File: config.mk
export PLATFORM = sky130hd
export DESIGN_NAME = serial_adder
export DESIGN_NICKNAME = d
export VERILOG_FILES = /design/src/rtl/serial_adder.sv
export SDC_FILE = /design/constraint.sdc
export NUM_CORES = 1
export LEC_CHECK = 0
export ABC_CLOCK_PERIOD_IN_PS = 3500
export CAP_MARGIN = 40
export CORE_ASPECT_RATIO = 0.6
export CORE_MARGIN = 2
export CORE_UTILIZATION = 30
export CTS_CLUSTER_DIAMETER = 60
export DETAILED_ROUTE_END_ITERATION = 16
export PLACE_DENSITY = 0.57
export RECOVER_POWER = 50
export SLEW_MARGIN = 5
export SYNTH_ARGS = -nofsm -noshare
export SYNTH_HDL_FRONTEND = slang
export SYNTH_SLANG_ARGS = --single-unit
export TNS_END_PERCENT = 5
File: constraint.sdc
create_clock -name clk -period 3.5 [get_ports clk]
set_input_delay 1.05 -clock clk [delete_from_list [all_inputs] [get_ports clk]]
set_output_delay 1.05 -clock clk [all_outputs]
set_load 0.005 [all_outputs]
File: src/rtl/serial_adder.sv
// Bit-serial WIDTH-bit adder, LSB first, one bit per clock, with a start/done handshake.
// The datapath is a full adder built from two half adders and an OR, with the carry held in a flop.
module serial_adder #(
  parameter int unsigned WIDTH = 8
) (
  input  logic             clk,
  input  logic             rst_n,
  input  logic             start,
  input  logic [WIDTH-1:0] a,
  input  logic [WIDTH-1:0] b,
  input  logic             cin,
  output logic             busy,
  output logic             done,
  output logic [WIDTH-1:0] sum,
  output logic             cout
);

  localparam int unsigned CNT_W = $clog2(WIDTH);
  localparam logic [CNT_W-1:0] LAST = CNT_W'(WIDTH - 1);

  typedef enum logic [1:0] {
    S_IDLE,
    S_RUN,
    S_DONE
  } state_t;

  state_t           state_q, state_d;
  logic [WIDTH-1:0] a_sr_q, a_sr_d;
  logic [WIDTH-1:0] b_sr_q, b_sr_d;
  logic [WIDTH-1:0] ps_q, ps_d;
  logic             c_q, c_d;
  logic [CNT_W-1:0] cnt_q, cnt_d;
  logic [WIDTH-1:0] sum_q, sum_d;
  logic             cout_q, cout_d;

  logic ha1_s, ha1_c, ha2_s, ha2_c, fa_c;

  always_comb begin
    ha1_s = a_sr_q[0] ^ b_sr_q[0];
    ha1_c = a_sr_q[0] & b_sr_q[0];
    ha2_s = ha1_s ^ c_q;
    ha2_c = ha1_s & c_q;
    fa_c  = ha1_c | ha2_c;
  end

  always_comb begin
    state_d = state_q;
    a_sr_d  = a_sr_q;
    b_sr_d  = b_sr_q;
    ps_d    = ps_q;
    c_d     = c_q;
    cnt_d   = cnt_q;
    sum_d   = sum_q;
    cout_d  = cout_q;
    unique case (state_q)
      S_IDLE: begin
        if (start) begin
          a_sr_d  = a;
          b_sr_d  = b;
          c_d     = cin;
          cnt_d   = '0;
          state_d = S_RUN;
        end
      end
      S_RUN: begin
        a_sr_d = a_sr_q >> 1;
        b_sr_d = b_sr_q >> 1;
        ps_d   = {ha2_s, ps_q[WIDTH-1:1]};
        c_d    = fa_c;
        // Counter is held on the last bit so it never wraps when WIDTH is a power of two.
        if (cnt_q == LAST) begin
          sum_d   = {ha2_s, ps_q[WIDTH-1:1]};
          cout_d  = fa_c;
          state_d = S_DONE;
        end else begin
          cnt_d = cnt_q + CNT_W'(1);
        end
      end
      S_DONE: state_d = S_IDLE;
      default: state_d = S_IDLE;
    endcase
  end

  always_ff @(posedge clk) begin
    if (!rst_n) begin
      state_q <= S_IDLE;
      a_sr_q  <= '0;
      b_sr_q  <= '0;
      ps_q    <= '0;
      c_q     <= 1'b0;
      cnt_q   <= '0;
      sum_q   <= '0;
      cout_q  <= 1'b0;
    end else begin
      state_q <= state_d;
      a_sr_q  <= a_sr_d;
      b_sr_q  <= b_sr_d;
      ps_q    <= ps_d;
      c_q     <= c_d;
      cnt_q   <= cnt_d;
      sum_q   <= sum_d;
      cout_q  <= cout_d;
    end
  end

  assign busy = (state_q != S_IDLE);
  assign done = (state_q == S_DONE);
  assign sum  = sum_q;
  assign cout = cout_q;

endmodule

* Word-level counts from Yosys, hierarchy flattened
Cells that the tools add are included.
Cells by class: reduce and logical (&&, ||, !) cells 7, divide/modulo/power cells 0, muxes and demuxes 12, eq/ne operators 6, bitwise operators 5, magnitude comparators 0, add/sub/neg operators 1, multiply operators 0, shift operators 0
Operator list (count):
- $pmux W8 S2 | 2
- $mux W8 | 2
- $mux W3 | 2
- $ne A2 B2 Y1 const B | 3
- $pmux W3 S2 | 1
- $reduce_and A2 Y1 | 3
- $mux W2 | 2
- $pmux W2 S2 | 1
- $reduce_bool A2 Y1 | 2
- $add A3 B1 Y3 const B | 1
- $eq A3 B3 Y1 const B | 1
- $reduce_and A3 Y1 | 1
- $and A1 B1 Y1 | 2
- $eq A2 B1 Y1 const B | 1
- $eq A2 B2 Y1 const B | 1
- $logic_not A2 Y1 | 1
- $pmux W1 S2 | 1
- $xor A1 B1 Y1 | 2
- $mux W1 | 1
- $or A1 B1 Y1 | 1
Storage, ports and cells: bits in read-only memories 0, output and inout bits 11, RAM bits 0, input port bits 20, bits in latches 0, memories 0, register bits after elaboration 39

* Logic depth before layout (Yosys ltp)
Gate-level depths: netlist (run 1).
depth after elaboration 4, gate-level depth with buffers 6, gate-level depth less buffers 5

* Least setup slack after synthesis (run 1)
No wires, ideal clock.
path kind flip-flop to output port, start point register state_q[0], end point output done, data required time 2.450 ns, cell stages (with the launch flop) 5, path slack 1.643 ns, arrival time 0.807 ns, path buffers 3, cell sequence dfxtp_1 > buf_6 > buf_8 > buf_12 > nor2b_1
Between the ends: word-level cells in the longest chain between the ends 1
RTL lines:
- start, declared | line 27 | state_t state_q, state_d;
- start signal, assigned | line 95 | state_q <= state_d;
- $eq A2 B2 Y1 | line 107 | assign done = (state_q == S_DONE);
- end, declared | line 13 | output logic done,
Every way passes these cells.

* Worst setup path in the final report (run 1)
start point input rst_n, end point register sum_q[6] (netlist: sum[6])
RTL lines:
- start, declared | line 7 | input logic rst_n,
- end signal, assigned | line 101 | sum_q <= sum_d;
- end, declared | line 33 | logic [WIDTH-1:0] sum_q, sum_d;
No word-level cell between the ends.

==> results.sh, run 1 <==
export IMPL_outcome="completed"
export IMPL_drt_vias_per_instance=4.59
export IMPL_ys_seq_elements=38
export IMPL_worst_hold_slack_ps=468
export IMPL_drv_cap=0
export IMPL_die_w_um=101
export IMPL_postCtsSetupBuffers=0
export IMPL_end_kind="flop"
export IMPL_grt_pass1_vias=1173
export IMPL_synthMuxAreaShare=0.0949
export IMPL_synth_xor_area_share=0
export IMPL_peakVddDrop_mv=0.152
export IMPL_slew_headroom=0.0691
export IMPL_layout_setup_ws_ps=790
export IMPL_detail_route_wl_per_cell_um=12.3
export IMPL_finalWirelength_um=3280
export IMPL_holdCritPathClass="flop to flop"
export IMPL_synth_cell_area_sq_um=1690
export IMPL_diodes=0
export IMPL_seqCellArea_sq_um=761
export IMPL_core_rowCount=21
export IMPL_power_density_nw_per_um2=422
export IMPL_syn2layout_area_growth_pct=22.2
export IMPL_grt_pass1_wl_um=5490
export IMPL_report_final_slew_viol_count=0
export IMPL_io_pins=31
export IMPL_dr_total_vias=1225
export IMPL_postSynthCellCount=173
export IMPL_critPathMaxStageDelay_ps=1020
export IMPL_nFillCells=556
export IMPL_crit_fanout=38
export IMPL_p_leak_nw=0.878
export IMPL_setup_viol=0
export IMPL_critPathTopFamily="buffers and inverters"
export IMPL_arrival_ps=2920
export IMPL_drc_errors=0
export IMPL_drive_above_1_share=0.0505
export IMPL_finalNetCount=222
export IMPL_final_min_clock_period_ps=2710
export IMPL_synth_simple_area_share=0.174
export IMPL_antenna_found_initial=0
export IMPL_final_setup_skew_ps=4.29
export IMPL_syn_area_per_cell_sq_um=9.76
export IMPL_mostFrequentLayoutCell="nand2_1"
export IMPL_cts_sinks=38
export IMPL_synth_async_sr_flop_share=0
export IMPL_grt_max_degree=39
export IMPL_setup_worst_path_start_class="primary input"
export IMPL_pre_cts_ws_ps=973
export IMPL_grt_setup_unrepaired="no"
export IMPL_cts_tree="built"
export IMPL_hold_viol=0
export IMPL_drt_first_pass_iters=4
export IMPL_synth_top_family_by_area="compound AO/OA/AOI/OAI gates"
export IMPL_slowest_stage="clkbuf_1"
export IMPL_worstMarginPinSlew_ps=1400
export IMPL_start_util=0.307
export IMPL_multiInputGateArea_sq_um=817
export IMPL_top_usage_layer="met1"
export IMPL_cts_root_buf="clkbuf_8"
export IMPL_grt_overflow=0
export IMPL_synth_edf_count=0
export IMPL_grtUsageMet3=0.0372
export IMPL_die_area_sq_um=6260
export IMPL_gp_congestion=0.683
export IMPL_cts_hold_buf=0
export IMPL_synthAdderAreaFrac=0.0267
export IMPL_use_met2=0.148
export IMPL_setup_tns_ps=0
export IMPL_cts_path_max_buffers=2
export IMPL_crit_type="primary input to flop"
export IMPL_layout_common_cells="42 x nand2_1, 38 x dfxtp_1, 28 x clkdlybuf4s50_1"
export IMPL_synth_seq_area_share=0.451
export IMPL_finalCritPeriodShare=0.774
export IMPL_die_y_um=62.1
export IMPL_grt_use_met1=0.163
export IMPL_h_tree_depth=2
export IMPL_syn_nets=196
export IMPL_synth_warnings=0
export IMPL_ys_types=28
export IMPL_postRouteAntennaNets=0
export IMPL_max_freq_mhz=369
export IMPL_clk_latency_ps=290
export IMPL_coreArea_sq_um=5490
export IMPL_drt_iter0_drc=44
export IMPL_grt_use_total=0.112
export IMPL_cp_num_buf_inv=2
export IMPL_synth_compound_gate_area_share=0.188
export IMPL_io_buffers=30
export IMPL_synth_main_ff_cell="dfxtp_1"
export IMPL_cp_required_ps=3700
export IMPL_cts_buffers=5
export IMPL_worstPathCellList="dlygate4sd3_1 -> clkbuf_1 -> a21boi_0"
export IMPL_dp_hpwl_um=2140
export IMPL_path_clk_slew_ps=70
export IMPL_ctsResizeCount=0
[cells in the mapped netlist, types with 3 or more instances]
master     n  share of area
a21boi_1  15          0.067
buf_4      3          0.013
buf_2      3         0.0089
nor2b_1    4          0.015
clkbuf_1   3         0.0067
mux2i_1   16          0.095
nand3_1    8          0.024
o211a_1   15          0.089
o21ai_1    3         0.0089
nand2_1   42          0.093
dfxtp_1   38           0.45
nand2b_1   4          0.015
[path summary, 6_finish.rpt]
kind | start | end | slack, ps | depth (start not counted)
max | rst_n | sum[6] | 790 | 3
min | sum[2] | sum[2] | 470 | 2
max reg2reg | state_q[0] | sum[6] | 1720 | 4
min reg2reg | sum[2] | sum[2] | 470 | 2
[stage by stage]
step	total power [W]	area, sq um	instances	utilization
3_5_place_dp	0.000592	1980	261	0.361
5_1_grt	0.000915	2060	267	0.375
6_report	0.000870	2060	267	0.375
3_3_place_gp	0.000590	1980	261	0.361
2_1_floorplan	0.000564	1690	173	-
4_1_cts	0.000885	2070	267	0.376
[cell type report]
type	count	area share
clock buffers	6	0.0400
inverters	1	0.00182
multi-input cells	121	0.396
flip-flops and latches	38	0.369
well taps	69	0.0419
repair buffers	32	0.151
[worst reg2reg max path, cell delays in order (launching register included)]
cell,delay (ps)
dfxtp_1,410
buf_4,350
nor2b_2,600
nand3_1,150
a21boi_0,190
[routing by layer]
layer  vias to the layer above  wire length, um
met5                         -                0
met4                         0               59
met3                         7              157
met2                        27             1240
met1                       546             1820
li1                        645                -
[sequential cells by signal, indices dropped and copies added (netlist names)]
signal / cells
a_sr_q: 8
b_sr_q: 8
c_q: 1
cnt_q: 3
cout: 1
ps_q: 7
state_q: 2
sum: 8
[report_power, final]
group          leakage [nW]  total, W  internal (W)  switching [W]
sequential            0.311  0.000467      0.000454      0.0000131
combinational         0.524  0.000112     0.0000599      0.0000521
clock                0.0431  0.000290      0.000152       0.000139
[cells by family after synthesis]
group	after synthesis
muxes	16
and+or+nand+nor	64
AOI/OAI and AO/OA	38
DFF	38
adders and majority gates	3
buffers and inverters	14
Power figures use the tool's default switching activity.
==> run 2: changes to the inputs <==
Settings changed: ABC_CLOCK_PERIOD_IN_PS 3500 to 2700.
Clock period 3.5 ns to 2.7 ns, I/O delays scaled along.
==> run 2 against run 1 <==
Net effect:
- largest cell class unchanged
- clock power rose by 36%
- highest routed layer unchanged
- register-to-register slack got worse by 770 ps
- worst hold slack barely moved
- combinational power rose by 29%
- power rose by 32%
==> results.sh, run 2 (synthesis gave the netlist of run 1 again) <==
export IMPL_outcome="completed"
export IMPL_r2r_cells=4
export IMPL_finalNetCount=222
export IMPL_grt_max_degree=39
export IMPL_r2r_end="sum[6]"
export IMPL_worstPathCellList="nor2_1 -> inv_1 -> clkdlybuf4s50_1"
export IMPL_worst_hold_slack_ps=468
export IMPL_crit_fanout=9
export IMPL_end_kind="output pin"
export IMPL_dr_total_vias=1234
export IMPL_whs_path_depth=2
export IMPL_core_rowCount=21
export IMPL_crit_type="flop to output pin"
export IMPL_io_buffers=30
export IMPL_diodes=0
export IMPL_io_pins=31
export IMPL_dp_hpwl_um=2180
export IMPL_h_tree_depth=2
export IMPL_cts_path_max_buffers=2
export IMPL_finalWirelength_um=3280
export IMPL_critPathMaxStageDelay_ps=510
export IMPL_report_final_slew_viol_count=0
export IMPL_setup_viol=0
export IMPL_drv_cap=0
export IMPL_cts_hold_buf=0
export IMPL_grt_pass1_wl_um=5620
export IMPL_seqCellArea_sq_um=761
export IMPL_grt_use_total=0.114
export IMPL_drt_first_pass_iters=4
export IMPL_layout_setup_ws_ps=412
export IMPL_worstMarginPinSlew_ps=674
export IMPL_multiInputGateArea_sq_um=817
export IMPL_syn2layout_area_growth_pct=22.8
export IMPL_cts_tree="built"
export IMPL_cts_sinks=38
export IMPL_antenna_found_initial=0
export IMPL_finalCritPeriodShare=0.847
export IMPL_cts_root_buf="clkbuf_8"
export IMPL_max_freq_mhz=437
export IMPL_pre_cts_ws_ps=412
export IMPL_mostFrequentLayoutCell="nand2_1"
export IMPL_setup_worst_path_start_class="flop"
export IMPL_rrSetupSlack_ps=950
export IMPL_gp_congestion=0.694
export IMPL_postRouteAntennaNets=0
export IMPL_cp_required_ps=1890
export IMPL_clk_latency_ps=290
export IMPL_setup_tns_ps=0
export IMPL_die_w_um=101
export IMPL_holdCritPathClass="flop to flop"
export IMPL_die_y_um=62.1
export IMPL_power_w=0.00114
export IMPL_ctsResizeCount=0
export IMPL_grt_setup_unrepaired="no"
export IMPL_arrival_ps=1480
export IMPL_start_util=0.307
export IMPL_drive_above_1_share=0.0600
export IMPL_drc_errors=0
export IMPL_slowest_stage="dfxtp_1"
export IMPL_grt_overflow=0
export IMPL_die_area_sq_um=6260
export IMPL_postCtsSetupBuffers=0
export IMPL_peakVddDrop_mv=0.217
export IMPL_p_leak_nw=0.887
export IMPL_hold_path_end="sum[0]"
export IMPL_hold_viol=0
export IMPL_final_setup_skew_ps=7.23
export IMPL_layout_common_cells="42 x nand2_1, 38 x dfxtp_1, 28 x clkdlybuf4s50_1"
export IMPL_drt_vias_per_instance=4.59
export IMPL_r2r_start="state_q[0]"
export IMPL_coreArea_sq_um=5490
export IMPL_min_from="sum[0]"
export IMPL_slew_headroom=0.551
export IMPL_final_min_clock_period_ps=2290
export IMPL_drt_iter0_drc=48
export IMPL_nFillCells=567
export IMPL_power_density_nw_per_um2=552
export IMPL_grt_pass1_vias=1214
export IMPL_cts_buffers=5
export IMPL_detail_route_wl_per_cell_um=12.2
export IMPL_path_clk_slew_ps=80
run 2: power breakdown:
part | switching, W | internal [W] | total [W]
registers | 0.0000171 | 0.000589 | 0.000606
logic | 0.0000676 | 0.0000775 | 0.000145
clock network | 0.000188 | 0.000206 | 0.000394
total | 0.000273 | 0.000872 | 0.00114
run 2: worst max-delay path: cells and delay by family, from the launching register on:
kind	cells	cell delay, ps
buf+inv	2	560
flops	1	510
simple gates	1	130
run 2: metal layers:
| layer | track usage | share of wire | wire (um) |
|---|---|---|---|
| met4 | 0.0462 | 0.015 | 48 |
| met5 | 0 | 0 | 0 |
| met3 | 0.0473 | 0.071 | 232 |
| met1 | 0.166 | 0.54 | 1790 |
| met2 | 0.144 | 0.37 | 1210 |
run 2: final cells by class:
class,instances,area share
clock buffers,7,0.0417
clock inverters,1,0.00242
inverters,1,0.00181
multi-input cells,121,0.394
flip-flops and latches,38,0.367
well taps,69,0.0417
repair buffers,32,0.151
run 2: how the worst max path moves through the flow:
stage / startpoint / end / slack, ps / depth (start not counted)
floorplan: state_q[0] / done / 1080 / 4
global placement: start / b_sr_q[5] / 440 / 4
detailed placement: start / a_sr_q[2] / 410 / 4
CTS: state_q[1] / busy / 420 / 3
global route: state_q[1] / busy / 300 / 3
finish: state_q[1] / busy / 410 / 3
run 2: per-stage QoR:
step,utilization,instances,cell area (sq um)
finish,0.377,269,2070
global route,0.377,269,2070
CTS,0.378,269,2070
detailed placement,0.361,261,1980
global placement,0.361,261,1980
floorplan,-,173,1690
==> run 3: changes to the inputs <==
Settings changed: ABC_CLOCK_PERIOD_IN_PS 2700 to 1900, PLACE_DENSITY 0.57 to 0.59.
Clock period 2.7 ns to 1.9 ns, I/O delays scaled along.
==> run 3 against run 2 <==
Net effect:
- largest power group unchanged
- sequential share of layout area is 1.2 points lower
- wire length about the same
- power grew 52%
- critical endpoint unchanged
==> results.sh, run 3 (synthesis gave the netlist of run 1 again) <==
export IMPL_drt_iter0_drc=49
export IMPL_cts_hold_buf=0
export IMPL_p_leak_nw=0.951
export IMPL_grt_max_degree=31
export IMPL_finalCritPeriodShare=0.963
export IMPL_antenna_found_initial=0
export IMPL_detail_route_wl_per_cell_um=12.0
export IMPL_hold_viol=0
export IMPL_grt_pass1_vias=1230
export IMPL_postRouteAntennaNets=0
export IMPL_setup_viol=0
export IMPL_arrival_ps=1260
export IMPL_finalWirelength_um=3280
export IMPL_layout_cells_non_filler=274
export IMPL_worstMarginPinSlew_ps=634
export IMPL_cts_root_buf="clkbuf_8"
export IMPL_core_rowCount=21
export IMPL_report_final_slew_viol_count=0
export IMPL_clk_latency_ps=290
export IMPL_drc_errors=0
export IMPL_r2r_end="b_sr_q[3]"
export IMPL_drt_vias_per_instance=4.60
export IMPL_postCtsSetupBuffers=0
export IMPL_io_pins=31
export IMPL_whs_path_depth=2
export IMPL_max_freq_mhz=546
export IMPL_start_util=0.307
export IMPL_die_w_um=101
export IMPL_gp_congestion=0.674
export IMPL_diodes=0
export IMPL_holdCritPathClass="flop to flop"
export IMPL_min_from="sum[1]"
export IMPL_cts_buffers=5
export IMPL_setup_tns_ps=0
export IMPL_drt_first_pass_iters=4
export IMPL_setup_worst_path_start_class="flop"
export IMPL_cts_tree="built"
export IMPL_cp_required_ps=1330
export IMPL_slew_headroom=0.577
export IMPL_peakVddDrop_mv=0.405
export IMPL_layout_common_cells="42 x nand2_1, 37 x dfxtp_1, 28 x clkdlybuf4s50_1"
export IMPL_power_density_nw_per_um2=812
export IMPL_syn2layout_area_growth_pct=27.0
export IMPL_nFillCells=561
export IMPL_multiInputGateArea_sq_um=820
export IMPL_crit_fanout=3
export IMPL_path_clk_slew_ps=70
export IMPL_outcome="completed"
export IMPL_crit_type="flop to output pin"
export IMPL_hold_path_end="sum[1]"
export IMPL_end_kind="output pin"
export IMPL_grt_overflow=0
export IMPL_grt_use_total=0.116
export IMPL_dr_total_vias=1261
export IMPL_r2r_cells=5
export IMPL_die_area_sq_um=6260
export IMPL_mostFrequentLayoutCell="nand2_1"
export IMPL_io_buffers=30
export IMPL_ctsResizeCount=0
export IMPL_drive_above_1_share=0.0927
export IMPL_r2r_start="state_q[0]"
export IMPL_cts_sinks=38
export IMPL_rrSetupSlack_ps=230
export IMPL_dp_hpwl_um=2310
export IMPL_seqCellArea_sq_um=762
export IMPL_final_min_clock_period_ps=1830
export IMPL_grt_setup_unrepaired="no"
export IMPL_die_y_um=62.1
export IMPL_placedCellCount=266
export IMPL_grt_pass1_wl_um=5710
export IMPL_final_setup_skew_ps=9.47
export IMPL_cts_path_max_buffers=2
export IMPL_coreArea_sq_um=5490
export IMPL_finalNetCount=227
export IMPL_h_tree_depth=2
export IMPL_drv_cap=0
run 3: worst max-delay path, cell delays in order, from the launching register on:
cell and delay, ps:
dfxtp_2 340, nor2_2 150, inv_1 50, clkdlybuf4s50_1 430
run 3: layer usage:
metal  share of wire  wire, um  track usage  up-vias
met2            0.40      1320        0.164       22
met4           0.012        38       0.0565        0
met3           0.050       163       0.0394        5
met5               0         0            0        -
li1                -         -            -      659
met1            0.53      1750        0.158      575
run 3: worst max path at each step:
| stage | from | end | slack [ps] | depth (start not counted) |
|---|---|---|---|---|
| floorplan | cnt_q[0] | cnt_q[0] | 500 | 6 |
| global placement | rst_n | cnt_q[1] | 90 | 4 |
| detailed placement | rst_n | cnt_q[2] | 60 | 4 |
| CTS | state_q[1] | busy | 10 | 3 |
| global route | state_q[1] | busy | 4 | 3 |
| finish | state_q[1] | busy | 70 | 3 |
run 3: per-stage QoR:
stage	setup WS [ps]	util	area, sq um	hold slack, ps	total power [W]
floorplan	497	-	1690	432	0.00104
global placement	85.9	0.370	2030	443	0.00110
detailed placement	56.5	0.370	2030	448	0.00110
CTS	9.80	0.390	2140	459	0.00177
global route	3.91	0.390	2140	477	0.00184
finish	69.7	0.390	2140	455	0.00174
run 3: cell type report:
class / count / share of cell area
multi-input cells: 121 / 0.382
repair buffers: 37 / 0.169
well taps: 69 / 0.0403
clock buffers: 5 / 0.0321
clock inverters: 3 / 0.0187
inverters: 1 / 0.00175
flip-flops and latches: 38 / 0.356
run 3: report_power, final:
| group | internal [W] | switching (W) |
|---|---|---|
| clock | 0.000386 | 0.000276 |
| combinational | 0.000119 | 0.0000994 |
| sequential | 0.000836 | 0.0000233 |
| total | 0.00134 | 0.000398 |
